[src/rtl/seg7_pkg.sv]
// Seven-segment encodings shared by the scan display and its decoder.
// Bit order is {A,B,C,D,E,F,G,DP}, active-high.
package seg7_pkg;

  localparam logic [7:0] SEG_0     = 8'hfc;
  localparam logic [7:0] SEG_1     = 8'h60;
  localparam logic [7:0] SEG_2     = 8'hda;
  localparam logic [7:0] SEG_3     = 8'hf2;
  localparam logic [7:0] SEG_4     = 8'h66;
  localparam logic [7:0] SEG_5     = 8'hb6;
  localparam logic [7:0] SEG_6     = 8'hbe;
  localparam logic [7:0] SEG_7     = 8'he0;
  localparam logic [7:0] SEG_8     = 8'hfe;
  localparam logic [7:0] SEG_9     = 8'hf6;
  localparam logic [7:0] SEG_A     = 8'hee;
  localparam logic [7:0] SEG_B     = 8'h3e;
  localparam logic [7:0] SEG_C     = 8'h9c;
  localparam logic [7:0] SEG_D     = 8'h7a;
  localparam logic [7:0] SEG_E     = 8'h9e;
  localparam logic [7:0] SEG_F     = 8'h8e;
  localparam logic [7:0] SEG_BLANK = 8'h00;
  localparam int         SEG_DP_BIT = 0;

endpackage

[src/rtl/seg7_decoder.sv]
// Combinational 4-bit value to segment pattern. Outside hex mode the
// letters A-F show nothing rather than a misleading glyph.
module seg7_decoder
  import seg7_pkg::*;
(
  input  logic [3:0] val,
  input  logic       hex_mode,
  output logic [7:0] seg
);

  // Table lookup; DP bit is always clear here and added by the caller.
  always_comb begin
    seg = SEG_BLANK;
    case (val)
      4'h0: seg = SEG_0;
      4'h1: seg = SEG_1;
      4'h2: seg = SEG_2;
      4'h3: seg = SEG_3;
      4'h4: seg = SEG_4;
      4'h5: seg = SEG_5;
      4'h6: seg = SEG_6;
      4'h7: seg = SEG_7;
      4'h8: seg = SEG_8;
      4'h9: seg = SEG_9;
      4'ha: seg = hex_mode ? SEG_A : SEG_BLANK;
      4'hb: seg = hex_mode ? SEG_B : SEG_BLANK;
      4'hc: seg = hex_mode ? SEG_C : SEG_BLANK;
      4'hd: seg = hex_mode ? SEG_D : SEG_BLANK;
      4'he: seg = hex_mode ? SEG_E : SEG_BLANK;
      4'hf: seg = hex_mode ? SEG_F : SEG_BLANK;
      default: seg = SEG_BLANK;
    endcase
  end

endmodule

[src/rtl/seg7_scan_display.sv]
// Multiplexed seven-segment driver. A pending frame buffer takes new data
// through valid/ready and is copied into the display buffer only on the
// last slot's tick, so a scan never mixes two frames.
module seg7_scan_display
  import seg7_pkg::*;
#(
  parameter int DIGITS      = 4,
  parameter int DIV_CNT     = 50000,
  parameter int LZ_SUPPRESS = 0
) (
  input  logic                  clk,
  input  logic                  rst_n,
  input  logic                  hex_mode,
  input  logic                  load_valid,
  output logic                  load_ready,
  input  logic [4*DIGITS-1:0]   load_data,
  input  logic [DIGITS-1:0]     load_dp,
  input  logic [DIGITS-1:0]     load_blank,
  output logic [DIGITS-1:0]     an,
  output logic [7:0]            seg,
  output logic                  frame_done
);

  localparam int DW = (DIV_CNT > 1) ? $clog2(DIV_CNT) : 1;
  localparam int IW = $clog2(DIGITS);
  localparam logic [DW-1:0] DIV_MAX = DW'(DIV_CNT - 1);
  localparam logic [IW-1:0] IDX_MAX = IW'(DIGITS - 1);

  logic [DW-1:0]            div;
  logic [IW-1:0]            idx;
  logic                     tick, wrap, accept;

  logic [DIGITS-1:0][3:0]   pend_data, disp_data;
  logic [DIGITS-1:0]        pend_dp, pend_blank, disp_dp, disp_blank;
  logic                     full;

  logic [DIGITS-1:0]        lz_blank;
  logic                     allz;
  logic [7:0]               dec_seg, seg_next;
  logic [DIGITS-1:0]        an_next;

  assign tick       = (div == DIV_MAX);
  assign wrap       = tick && (idx == IDX_MAX);
  assign load_ready = !full;
  assign accept     = load_valid && !full;

  // Slot divider: wraps every DIV_CNT cycles.
  always_ff @(posedge clk) begin
    if (!rst_n)    div <= '0;
    else if (tick) div <= '0;
    else           div <= div + 1'b1;
  end

  // Digit index advances once per slot; frame_done marks the last slot's end.
  always_ff @(posedge clk) begin
    if (!rst_n) begin
      idx        <= '0;
      frame_done <= 1'b0;
    end else begin
      frame_done <= wrap;
      if (tick) idx <= (idx == IDX_MAX) ? '0 : idx + 1'b1;
    end
  end

  // Double buffer: accept into pending while empty, publish on frame wrap.
  // Accept and publish are exclusive because ready is low whenever full.
  always_ff @(posedge clk) begin
    if (!rst_n) begin
      pend_data  <= '0;
      pend_dp    <= '0;
      pend_blank <= '0;
      full       <= 1'b0;
      disp_data  <= '0;
      disp_dp    <= '0;
      disp_blank <= '0;
    end else if (accept) begin
      pend_data  <= load_data;
      pend_dp    <= load_dp;
      pend_blank <= load_blank;
      full       <= 1'b1;
    end else if (wrap && full) begin
      disp_data  <= pend_data;
      disp_dp    <= pend_dp;
      disp_blank <= pend_blank;
      full       <= 1'b0;
    end
  end

  // Leading-zero mask: digit i>0 blanks when it and all higher digits are 0.
  always_comb begin
    lz_blank = '0;
    allz     = 1'b0;
    for (int i = 1; i < DIGITS; i++) begin
      allz = 1'b1;
      for (int j = 0; j < DIGITS; j++)
        if (j >= i && disp_data[j] != 4'd0) allz = 1'b0;
      lz_blank[i] = allz;
    end
  end

  seg7_decoder u_dec (
    .val      (disp_data[idx]),
    .hex_mode (hex_mode),
    .seg      (dec_seg)
  );

  // Next segment/anode pattern for the current slot; blanking wins over DP.
  always_comb begin
    seg_next = dec_seg;
    seg_next[SEG_DP_BIT] = dec_seg[SEG_DP_BIT] | disp_dp[idx];
    if (disp_blank[idx] || (LZ_SUPPRESS != 0 && lz_blank[idx]))
      seg_next = SEG_BLANK;
    an_next = '0;
    an_next[idx] = 1'b1;
  end

  // Registered outputs, one cycle behind idx.
  always_ff @(posedge clk) begin
    if (!rst_n) begin
      an  <= '0;
      seg <= SEG_BLANK;
    end else begin
      an  <= an_next;
      seg <= seg_next;
    end
  end

endmodule

[config.mk]
export PLATFORM = sky130hd
export DESIGN_NAME = seg7_scan_display
export DESIGN_NICKNAME = d
export VERILOG_FILES = /design/src/rtl/seg7_pkg.sv /design/src/rtl/seg7_decoder.sv /design/src/rtl/seg7_scan_display.sv
export SDC_FILE = /design/constraint.sdc
export NUM_CORES = 1
export LEC_CHECK = 0
export BUFFER_PORTS_ARGS = -buffer_cell sky130_fd_sc_hd__buf_2
export CORE_MARGIN = 10
export CORE_UTILIZATION = 58
export DETAILED_ROUTE_END_ITERATION = 8
export PLACE_DENSITY = 0.79
export RECOVER_POWER = 25
export REMOVE_ABC_BUFFERS = 1
export SETUP_SLACK_MARGIN = 0.05
export SYNTH_ARGS = -nofsm -noshare
export SYNTH_HDL_FRONTEND = slang
export SYNTH_HIERARCHICAL = 1
export SYNTH_SLANG_ARGS = --single-unit
[constraint.sdc]
create_clock -name clk -period 2.7 [get_ports clk]
set_input_delay 0.405 -clock clk [delete_from_list [all_inputs] [get_ports clk]]
set_output_delay 0.405 -clock clk [all_outputs]
set_load 0.05 [all_outputs]
==> results.md <==
- CP Launch Type: flop
- Synth Register Bits: 80
- Core Area: 5960 um^2
- Dpl hpwl: 4930 um
- Tcrit/Tclk final: 0.807
- Antenna Cells: 0
- GRT overflow: 0
- Main flop type after synthesis: dfxtp_1
- Number of global-route vias before repair: 2640
- Post-synthesis instance area: 3570 um^2
- Die height: 98.5 um
- Final clock skew: 0.00946 ns
- CP required: 2.96 ns
- Clk slew on worst S/H paths: 0.08 ns
- Vias/cell: 5.32
- Critical path buffers and inverters: 1
- R2R Setup Slk: 0.52 ns
- Syn_area_per_cell: 9.14 um^2
- Crit path max-delay cell type: mux4_2
- Fmax achieved: 0.459 GHz
- DRC viols: 0
- Pwr per Cell Area: 556 nW/um^2
- Cell family with most CP delay: multiplexers
- Hold crit path type: in2reg
- Post-route minimum period: 2.18 ns
- Syn Inst Count: 391
- Peak supply drop: 0.372 mV
- Syn. warnings: 6
- Die width: 98.5 um
- CP Class: reg2reg
- Routed vias: 2649
- Netlist cell types: 50
- Critical Path Fanout Max: 14
- Initial antenna violation count: 0
- Max Buffers Root-to-Sink: 2
- Routed Antenna Nets: 0
- Top Ports: 42
- FILL cells: 533
- TritonRoute pass-1 iters: 4
- Die area: 9700 um^2
- GRT Total Usage: 0.148
- Clk Latency, worst-skew pair: 0.36 ns
- Fraction of layout cells with a size suffix above 1: 0.139
- WL final: 7020 um
- H-tree depth: 3
- Status: finished clean
- Placed cell count: 483
- Hold Violations, Final: 0
- Crit-path max cell delay: 0.73 ns
- Setup tns final: 0 ns
- Hold Buf Count CTS: 0
- Finished Layout Cells: 498
- Worst-path cell chain: mux4_2 -> inv_1 -> mux2i_1 -> a221o_1 -> and2_1
- Postcts setup bufs: 0
- Slew @ Worst Pin: 0.789 ns
- CTS tree: done
- Max-cap violations: 0
- Slew Limit Headroom: 0.473
- DR iter-0 viols: 125
- Initial core utilization: 0.600
- Async S/R FF share, synth: 0
- First-pass GRT wire length: 12100 um
- Row Count: 28
- Largest net degree at the start of global routing: 38
- Port buffer count: 41
- Layout Nets: 452
- GPL Wtd Cong: 0.857
- Number of synthesized flops with an enable pin: 0
- Post-DR wirelength/cell: 14.1 um
- TritonCTS Buffers: 9
- Leak Pwr: 1.42 nW
- Finish-stage setup viols: 0
- Clk sink count: 80
- Crit. End Element: flop
- Area grow syn2layout: 8.54%
- Root Buffer Master: clkbuf_8
- Sequential cell area fraction in the yosys report: 0.448
- Unrepaired setup endpoints after global routing: no
- PostCTS Resize Cnt: 0
- Arr. time, crit path: 2.43 ns
- Final slew viol count: 0
[metrics by stage]
stage | worst slack, ns | hold slack, ns | util | area, um^2 | total power [W]
2_1_floorplan | 0.685 | 0.426 | - | 3400 | 0.00133
3_3_place_gp | 0.571 | 0.440 | 0.625 | 3720 | 0.00139
3_5_place_dp | 0.526 | 0.451 | 0.625 | 3720 | 0.00139
4_1_cts | 0.504 | 0.286 | 0.654 | 3900 | 0.00216
5_1_grt | 0.355 | 0.283 | 0.651 | 3880 | 0.00224
6_report | 0.522 | 0.289 | 0.651 | 3880 | 0.00216
[layout make-up]
class | count | area, um^2 | share of cell area
clock buffer | 12 | 155 | 0.0400
clock inverter | 3 | 17.5 | 0.00452
inverter | 8 | 30.0 | 0.00774
multi-input combinational | 276 | 1770 | 0.456
sequential | 80 | 1600 | 0.413
tap | 75 | 93.8 | 0.0242
timing repair buffer | 44 | 210 | 0.0542
[routing by layer]
layer | track usage | vias to the layer above | wire, um
met4 | 0.0485 | 0 | 65
met1 | 0.187 | 1215 | 3360
met2 | 0.227 | 57 | 3290
met3 | 0.0552 | 9 | 306
met5 | 0 | - | 0
li1 | - | 1368 | -
[sequential cells by signal (all words and copies together) (netlist names)]
name	count
pend_dp	4
seg	8
pend_blank	4
frame_done	1
disp_dp	4
idx	2
full	1
pend_data	16
an	4
disp_data	16
div	16
disp_blank	4
[cell usage after synthesis, types with 2 or more instances]
library cell,count,share of area
nor2b_1,5,0.0088
nand2_1,106,0.11
dfxtp_1,80,0.45
xnor2_1,7,0.017
nor4b_2,3,0.013
inv_1,8,0.0084
mux2i_1,26,0.073
ha_1,5,0.018
nor3_1,2,0.0028
o21ai_0,5,0.0070
nand3_1,6,0.0084
nand4_1,7,0.012
buf_12,2,0.011
clkbuf_1,14,0.015
a21oi_1,6,0.0084
and2_1,11,0.019
o21a_1,2,0.0042
buf_4,2,0.0042
mux4_2,6,0.038
nor2_1,19,0.020
and3_1,6,0.011
a21boi_0,24,0.050
buf_2,6,0.0084
xor2_1,5,0.012
buf_6,3,0.0095
[cells in the final DEF, fill, tap and decap left out, types with 4 or more instances in the layout]
cell type,n
a21boi_0,24
a21oi_1,6
and2_0,4
and2_1,7
and3_1,6
buf_2,27
clkbuf_1,15
clkbuf_8,11
dfxtp_1,80
ha_1,5
inv_1,8
mux2i_1,26
mux4_2,6
nand2_1,106
nand3_1,6
nand4_1,7
nor2_1,19
nor2b_1,5
o21ai_0,5
xnor2_1,7
xor2_1,5
[where the power goes]
group	switching, W	total, W	internal, W	leakage [nW]
combinational	0.0000904	0.000137	0.0000462	0.676
sequential	0.0000167	0.00123	0.00121	0.652
clock	0.000417	0.000793	0.000376	0.0882
[worst paths after layout]
check,startpoint,to,cells after the start
worst min register to register,pend_data[12]$_SDFFE_PN0P_,disp_data[12]$_SDFFE_PN0P_,2
worst min-delay path,load_blank[3],pend_blank[3]$_SDFFE_PN0P_,3
worst max-delay path,idx[0]$_SDFFE_PN0N_,seg[6]$_SDFF_PP0_,5
worst max register to register,idx[0]$_SDFFE_PN0N_,seg[6]$_SDFF_PP0_,5
[cell families after synthesis]
| logic type | share of synthesized area |
|---|---|
| buf+inv | 0.0564 |
| fa+ha+maj | 0.0175 |
| mux | 0.111 |
| other cells | 0.00105 |
| xor+xnor | 0.0294 |
| flops | 0.448 |
| simple gates | 0.235 |
| compound gates | 0.102 |
[worst reg2reg max path, delay by kind of cell (launching register included)]
family / cells / cell delay (ns)
multiplexers: 2 / 0.82
flip-flops: 1 / 0.64
AO/OA/AOI/OAI: 1 / 0.29
buffers and inverters: 1 / 0.19
AND/OR/NAND/NOR: 1 / 0.13
No activity file was read; power rests on OpenSTA's default activity.
